## src/rtl/bw_search_ctrl.sv

```systemverilog
// bw_search_ctrl
//   Sequences a shared edge-finder engine over one accumulator frame.
//   It searches the left edge, then the right edge, captures both brackets
//   and reports a coarse bandwidth of right_f1 - left_f2.
//
// Ports
//   clk_i, rst_i           clock; synchronous active-high reset
//   frame_valid_i          new-frame pulse (accepted only while idle)
//   frame_ready_o          high while idle
//   eng_start_o/eng_sel_o  engine start pulse and direction (0 left, 1 right)
//   eng_busy_i             engine busy (informational only)
//   eng_valid_i, eng_*_i   engine result strobe and bracket bins/levels
//   left_*_o, right_*_o    captured brackets
//   bw_coarse_o            right_f1 - left_f2, one bit wider, signed
//   result_valid_o         one-cycle pulse when a full search completes
//   busy_o                 high whenever not idle
//   timeout_o              sticky engine-timeout flag
//   overrun_cnt_o          saturating count of frames dropped while busy
module bw_search_ctrl #(
  parameter int FREQ_BIN_WIDTH = 16,
  parameter int ACCUM_WIDTH    = 18,
  parameter int TIMEOUT_CYCLES = 64
) (
  input  logic                             clk_i,
  input  logic                             rst_i,
  input  logic                             frame_valid_i,
  output logic                             frame_ready_o,
  output logic                             eng_start_o,
  output logic                             eng_sel_o,
  input  logic                             eng_busy_i,
  input  logic                             eng_valid_i,
  input  logic signed [FREQ_BIN_WIDTH-1:0] eng_f1_i,
  input  logic signed [FREQ_BIN_WIDTH-1:0] eng_f2_i,
  input  logic signed [ACCUM_WIDTH-1:0]    eng_L1_i,
  input  logic signed [ACCUM_WIDTH-1:0]    eng_L2_i,
  output logic signed [FREQ_BIN_WIDTH-1:0] left_f1_o,
  output logic signed [FREQ_BIN_WIDTH-1:0] left_f2_o,
  output logic signed [FREQ_BIN_WIDTH-1:0] right_f1_o,
  output logic signed [FREQ_BIN_WIDTH-1:0] right_f2_o,
  output logic signed [ACCUM_WIDTH-1:0]    left_L1_o,
  output logic signed [ACCUM_WIDTH-1:0]    left_L2_o,
  output logic signed [ACCUM_WIDTH-1:0]    right_L1_o,
  output logic signed [ACCUM_WIDTH-1:0]    right_L2_o,
  output logic signed [FREQ_BIN_WIDTH:0]   bw_coarse_o,
  output logic                             result_valid_o,
  output logic                             busy_o,
  output logic                             timeout_o,
  output logic [7:0]                       overrun_cnt_o
);

  // Counter only needs to reach TIMEOUT_CYCLES-1: the timeout fires in the
  // last allowed wait cycle instead of one cycle after it.
  localparam int CNT_W = (TIMEOUT_CYCLES > 1) ? $clog2(TIMEOUT_CYCLES) : 1;
  localparam logic [CNT_W-1:0] CNT_LAST = CNT_W'(TIMEOUT_CYCLES - 1);

  typedef enum logic [2:0] {
    IDLE,
    START_L,
    WAIT_L,
    START_R,
    WAIT_R,
    DONE
  } state_t;

  state_t state_q, state_d;

  logic [CNT_W-1:0]                cnt_q, cnt_d;
  logic signed [FREQ_BIN_WIDTH-1:0] left_f1_q, left_f1_d;
  logic signed [FREQ_BIN_WIDTH-1:0] left_f2_q, left_f2_d;
  logic signed [FREQ_BIN_WIDTH-1:0] right_f1_q, right_f1_d;
  logic signed [FREQ_BIN_WIDTH-1:0] right_f2_q, right_f2_d;
  logic signed [ACCUM_WIDTH-1:0]    left_l1_q, left_l1_d;
  logic signed [ACCUM_WIDTH-1:0]    left_l2_q, left_l2_d;
  logic signed [ACCUM_WIDTH-1:0]    right_l1_q, right_l1_d;
  logic signed [ACCUM_WIDTH-1:0]    right_l2_q, right_l2_d;
  logic signed [FREQ_BIN_WIDTH:0]   bw_coarse_q, bw_coarse_d;
  logic                             timeout_q, timeout_d;
  logic [7:0]                       overrun_q, overrun_d;

  logic unused_eng_busy;

  always_comb begin
    unused_eng_busy = eng_busy_i;
  end

  always_ff @(posedge clk_i) begin
    if (rst_i) begin
      state_q     <= IDLE;
      cnt_q       <= '0;
      left_f1_q   <= '0;
      left_f2_q   <= '0;
      right_f1_q  <= '0;
      right_f2_q  <= '0;
      left_l1_q   <= '0;
      left_l2_q   <= '0;
      right_l1_q  <= '0;
      right_l2_q  <= '0;
      bw_coarse_q <= '0;
      timeout_q   <= 1'b0;
      overrun_q   <= '0;
    end else begin
      state_q     <= state_d;
      cnt_q       <= cnt_d;
      left_f1_q   <= left_f1_d;
      left_f2_q   <= left_f2_d;
      right_f1_q  <= right_f1_d;
      right_f2_q  <= right_f2_d;
      left_l1_q   <= left_l1_d;
      left_l2_q   <= left_l2_d;
      right_l1_q  <= right_l1_d;
      right_l2_q  <= right_l2_d;
      bw_coarse_q <= bw_coarse_d;
      timeout_q   <= timeout_d;
      overrun_q   <= overrun_d;
    end
  end

  always_comb begin
    state_d     = state_q;
    cnt_d       = cnt_q;
    left_f1_d   = left_f1_q;
    left_f2_d   = left_f2_q;
    right_f1_d  = right_f1_q;
    right_f2_d  = right_f2_q;
    left_l1_d   = left_l1_q;
    left_l2_d   = left_l2_q;
    right_l1_d  = right_l1_q;
    right_l2_d  = right_l2_q;
    bw_coarse_d = bw_coarse_q;
    timeout_d   = timeout_q;
    overrun_d   = overrun_q;

    case (state_q)
      IDLE: begin
        if (frame_valid_i) begin
          state_d = START_L;
        end
      end
      START_L: begin
        cnt_d   = '0;
        state_d = WAIT_L;
      end
      WAIT_L: begin
        if (eng_valid_i) begin
          left_f1_d = eng_f1_i;
          left_f2_d = eng_f2_i;
          left_l1_d = eng_L1_i;
          left_l2_d = eng_L2_i;
          state_d   = START_R;
        end else if (cnt_q == CNT_LAST) begin
          timeout_d = 1'b1;
          state_d   = IDLE;
        end else begin
          cnt_d = cnt_q + CNT_W'(1);
        end
      end
      START_R: begin
        cnt_d   = '0;
        state_d = WAIT_R;
      end
      WAIT_R: begin
        if (eng_valid_i) begin
          right_f1_d = eng_f1_i;
          right_f2_d = eng_f2_i;
          right_l1_d = eng_L1_i;
          right_l2_d = eng_L2_i;
          // Difference is formed at capture so it is registered and valid
          // in the same cycle as result_valid_o.
          bw_coarse_d = {eng_f1_i[FREQ_BIN_WIDTH-1], eng_f1_i}
                      - {left_f2_q[FREQ_BIN_WIDTH-1], left_f2_q};
          state_d    = DONE;
        end else if (cnt_q == CNT_LAST) begin
          timeout_d = 1'b1;
          state_d   = IDLE;
        end else begin
          cnt_d = cnt_q + CNT_W'(1);
        end
      end
      DONE: begin
        state_d = IDLE;
      end
      default: begin
        state_d = IDLE;
      end
    endcase

    if (frame_valid_i && (state_q != IDLE) && (overrun_q != 8'hFF)) begin
      overrun_d = overrun_q + 8'd1;
    end
  end

  always_comb begin
    frame_ready_o  = (state_q == IDLE);
    busy_o         = (state_q != IDLE);
    eng_start_o    = (state_q == START_L) || (state_q == START_R);
    eng_sel_o      = (state_q == START_R) || (state_q == WAIT_R);
    result_valid_o = (state_q == DONE);
  end

  assign left_f1_o     = left_f1_q;
  assign left_f2_o     = left_f2_q;
  assign right_f1_o    = right_f1_q;
  assign right_f2_o    = right_f2_q;
  assign left_L1_o     = left_l1_q;
  assign left_L2_o     = left_l2_q;
  assign right_L1_o    = right_l1_q;
  assign right_L2_o    = right_l2_q;
  assign bw_coarse_o   = bw_coarse_q;
  assign timeout_o     = timeout_q;
  assign overrun_cnt_o = overrun_q;

endmodule

```

## config.mk

```make
export PLATFORM = sky130hd
export DESIGN_NAME = bw_search_ctrl
export DESIGN_NICKNAME = d
export VERILOG_FILES = /design/src/rtl/bw_search_ctrl.sv
export SDC_FILE = /design/constraint.sdc
export NUM_CORES = 1
export LEC_CHECK = 0
export ABC_AREA = 1
export CORE_MARGIN = 4
export CORE_UTILIZATION = 46
export DETAILED_ROUTE_END_ITERATION = 16
export PLACE_DENSITY_LB_ADDON = 0.05
export SYNTH_ARGS = -nofsm -noshare
export SYNTH_HDL_FRONTEND = slang
export SYNTH_SLANG_ARGS = --single-unit
```

## constraint.sdc

```tcl
create_clock -name clk_i -period 2.2 [get_ports clk_i]
set_input_delay 0.33 -clock clk_i [delete_from_list [all_inputs] [get_ports clk_i]]
set_output_delay 0.33 -clock clk_i [all_outputs]
set_load 0.05 [all_outputs]
```

==> out/results.txt, run 1 <==
Outcome: finished, final reports clean
Total setup buffers inserted after CTS: 0
Post_cts resized: 3
Critical Path RT: 1.87 ns
GP Congestion: 0.898
Internal: 5400 uW
Sw power: 2170 uW
Syn_area_per_cell: 7.21 um^2
Max-cap check violation count: 0
WP depth: 1
Setup Skew: 0.00945 ns
Critical Path Slowest Stage Cell: clkdlybuf4s50_1
Critical Path Source: overrun_cnt_o[5]
Global-route wire length before repair: 34700 um
Cts bufs inserted: 17
Maximum VDD drop: 0.577 mV
#FFs+latches synth: 171
Largest net degree at the start of global routing: 71
Min-Delay Path Class: reg -> reg
Top cell type's share of synthesized area: 47.5%
Reg2reg path depth: 12
Mapped Cells: 999
Distinct cell type count after synthesis: 30
Core area: 15300 um^2
Overflow left after global routing: 0
Pins over their slew limit: 0
Post-synth ARST share: 0%
Delay-heaviest family, CP: buffers and inverters
Clock power frac: 39.9%
Average routed wire per standard cell: 15.0 um
Initial antenna violation count: 0
Most frequent cells in the layout: nor2_1, clkdlybuf4s50_1, dfxtp_1, o21ai_0, nand2_1
Final Cycle Share: 92.3%
# IOs: 240
Most common cell after layout, fill and taps aside: nor2_1
HPWL Detailed: 15900 um
Synth-to-layout area growth: 45.6%
Switching Share: 28.6%
Fillers: 1336
Slowest cell delay on critical path: 0.85 ns
Die X-Extent: 133 um
Post-synth EDFFs: 0
Drc violations: 0
Drt pass-1 iters: 5
Vias: 7088
Worst hold stages: 2
Post-Syn Area: 7200 um^2
WP buf/inv: 1
Fmax: 492 MHz
Layout cells sized above 1: 6.02%
Antenna Cells: 0
Setup crit end kind: output port
Worst slew pin tran: 0.575 ns
Die height: 133 um
Placed insts: 1425
Clk Latency, worst-skew pair: 0.43 ns
Hold Vio Cnt, Final: 0
Yosys top cell by area: dfxtp_1
Slew Limit Headroom: 61.5%
Min Tclk post-route: 2.03 ns
# rows: 45
Reg2reg end: bw_coarse_o[12]
Critical path data arrival time: 1.70 ns
Reg power frac: 42.9%
HP Start: cnt_q[4]
Initial DRC count: 303
Post-route insts no fill: 1457
WL final: 21900 um
Setup WS pre-CTS: -0.117 ns
DR vias/cell: 4.86
Critical path peak fanout: 5
Root Buffer: clkbuf_16
Hold Slack: 0.448 ns
Crit-path cells: clkdlybuf4s50_1
Critical path class: reg -> out
FF-to-FF Start: left_f2_o[0]
Number of hold buffers added after cts: 0
Clock sink count: 171
Final nets: 1325
Worst-path clk slew: 0.07 ns
Post-layout util: 68.7%
Pwr Density: 722 nW/um^2
CTS tree: done
PortBufs: 238
Max clock buf depth: 2
CP startpoint kind: register
Total track usage: 24.4%
Min setup slack post-route: 0.169 ns
Vias in the first global route: 6732
Synthesis warning total: 0
Reg-to-reg slack, setup: 0.37 ns
Syn nets: 1091
Initial Util: 47.2%
Antenna-violating nets left: 0
Seq/Total Area, Yosys: 47.5%
DIE AREA: 17700 um^2
Synth Flop Type: dfxtp_1
Final setup violation count: 0
Unrepaired setup endpoints after global routing: false
Synth top area cells: dfxtp_1, nor2_1, o21ai_0, nand2_1, inv_1
Combinational group share of total power: 17.2%
Hold Path End: cnt_q[4]
CTS H-Tree Depth: 4
Leak pwr: 0.00467 uW
[metal layers]
| metal | wire, um | vias to the layer above | GRT usage, % |
|---|---|---|---|
| li1 | - | 3638 | - |
| met2 | 10700 | 199 | 41.2 |
| met1 | 8910 | 3220 | 28.1 |
| met3 | 1840 | 31 | 10.3 |
| met5 | 0 | - | 0 |
| met4 | 486 | 0 | 8.11 |
[worst min-delay path, delay by kind of cell, from the launching register on]
kind / cells / cell delay, ns
flip-flops: 1 / 0.31
AO/OA/AOI/OAI: 1 / 0.05
buffers and inverters: 1 / 0.05
[through the flow]
stage | power, uW | TNS (ns) | instance area [um^2]
2_1_floorplan | 4100 | 0 | 7200
5_1_grt | 7870 | 0 | 10500
3_5_place_dp | 4620 | -0.329 | 9890
3_3_place_gp | 4610 | -0.353 | 9890
6_report | 7570 | 0 | 10500
4_1_cts | 7630 | 0 | 10500
[cells by family (layout without fill, tap and decap cells)]
family	Yosys count	after routing	share of synthesized area, %
XOR/XNOR	9	9	1.09
AND/OR/NAND/NOR	435	435	23.9
adder cells (fa/ha/maj)	19	19	3.41
AO/OA/AOI/OAI	213	213	15.4
buffers and inverters	152	399	8.70
flip-flops	171	171	47.5
[worst max path at each step]
stage / end / slack [ns]
6_report: overrun_cnt_o[5] / 0.17
5_1_grt: overrun_cnt_o[5] / 0.12
4_1_cts: busy_o / 0.008
3_5_place_dp: bw_coarse_o[12] / -0.12
3_3_place_gp: bw_coarse_o[12] / -0.13
2_1_floorplan: bw_coarse_o[15] / 0.24
[area by class of cell]
class                   instances  area, um^2  area share [%]
clock buffers                  20         457            4.36
clock inverters                12         135            1.29
inverters                     102         385            3.68
multi-input cells             676        3160            30.2
flip-flops and latches        171        3420            32.6
well taps                     211         264            2.52
repair buffers                265        2660            25.3
[synthesized netlist by cell type (all sizes together) (2+ instances only)]
master	instances
ha	18
nand2	126
o211ai	4
clkbuf	17
xnor2	2
buf	33
a21oi	44
o21bai	4
a31oi	2
nor2	264
nand3	33
o21a	7
nor3	8
xor2	7
inv	101
dfxtp	171
nand4	3
o21ai	152
[state kept, by name, indices dropped and copies added, names as in the netlist]
signal,cells
bw_coarse_o,17
state_q,3
left_f1_o,16
timeout_o,1
left_L2_o,18
right_f2_o,16
right_f1_o,16
left_f2_o,16
right_L1_o,18
right_L2_o,18
cnt_q,6
left_L1_o,18
overrun_cnt_o,8
[power by group through the flow]
stage | Clock (uW) | Combinational [uW] | Sequential [uW]
after floorplan | 0 | 489 | 3610
after global placement | 0 | 1300 | 3310
after detailed placement | 0 | 1310 | 3320
after CTS | 3070 | 1310 | 3250
after global routing | 3200 | 1410 | 3260
final | 3020 | 1300 | 3250
Note: power is estimated with default switching activity, not from simulation.
==> inputs of run 2 (changes only) <==
--- a/config.mk
+++ b/config.mk
@@ -9,6 +9,7 @@
 export CORE_MARGIN = 4
 export CORE_UTILIZATION = 46
 export DETAILED_ROUTE_END_ITERATION = 16
+export HOLD_SLACK_MARGIN = 0.02
 export PLACE_DENSITY_LB_ADDON = 0.05
 export SYNTH_ARGS = -nofsm -noshare
 export SYNTH_HDL_FRONTEND = slang
==> results of run 2 <==
The final DEF is identical to that of run 1; final timing and power are the same.
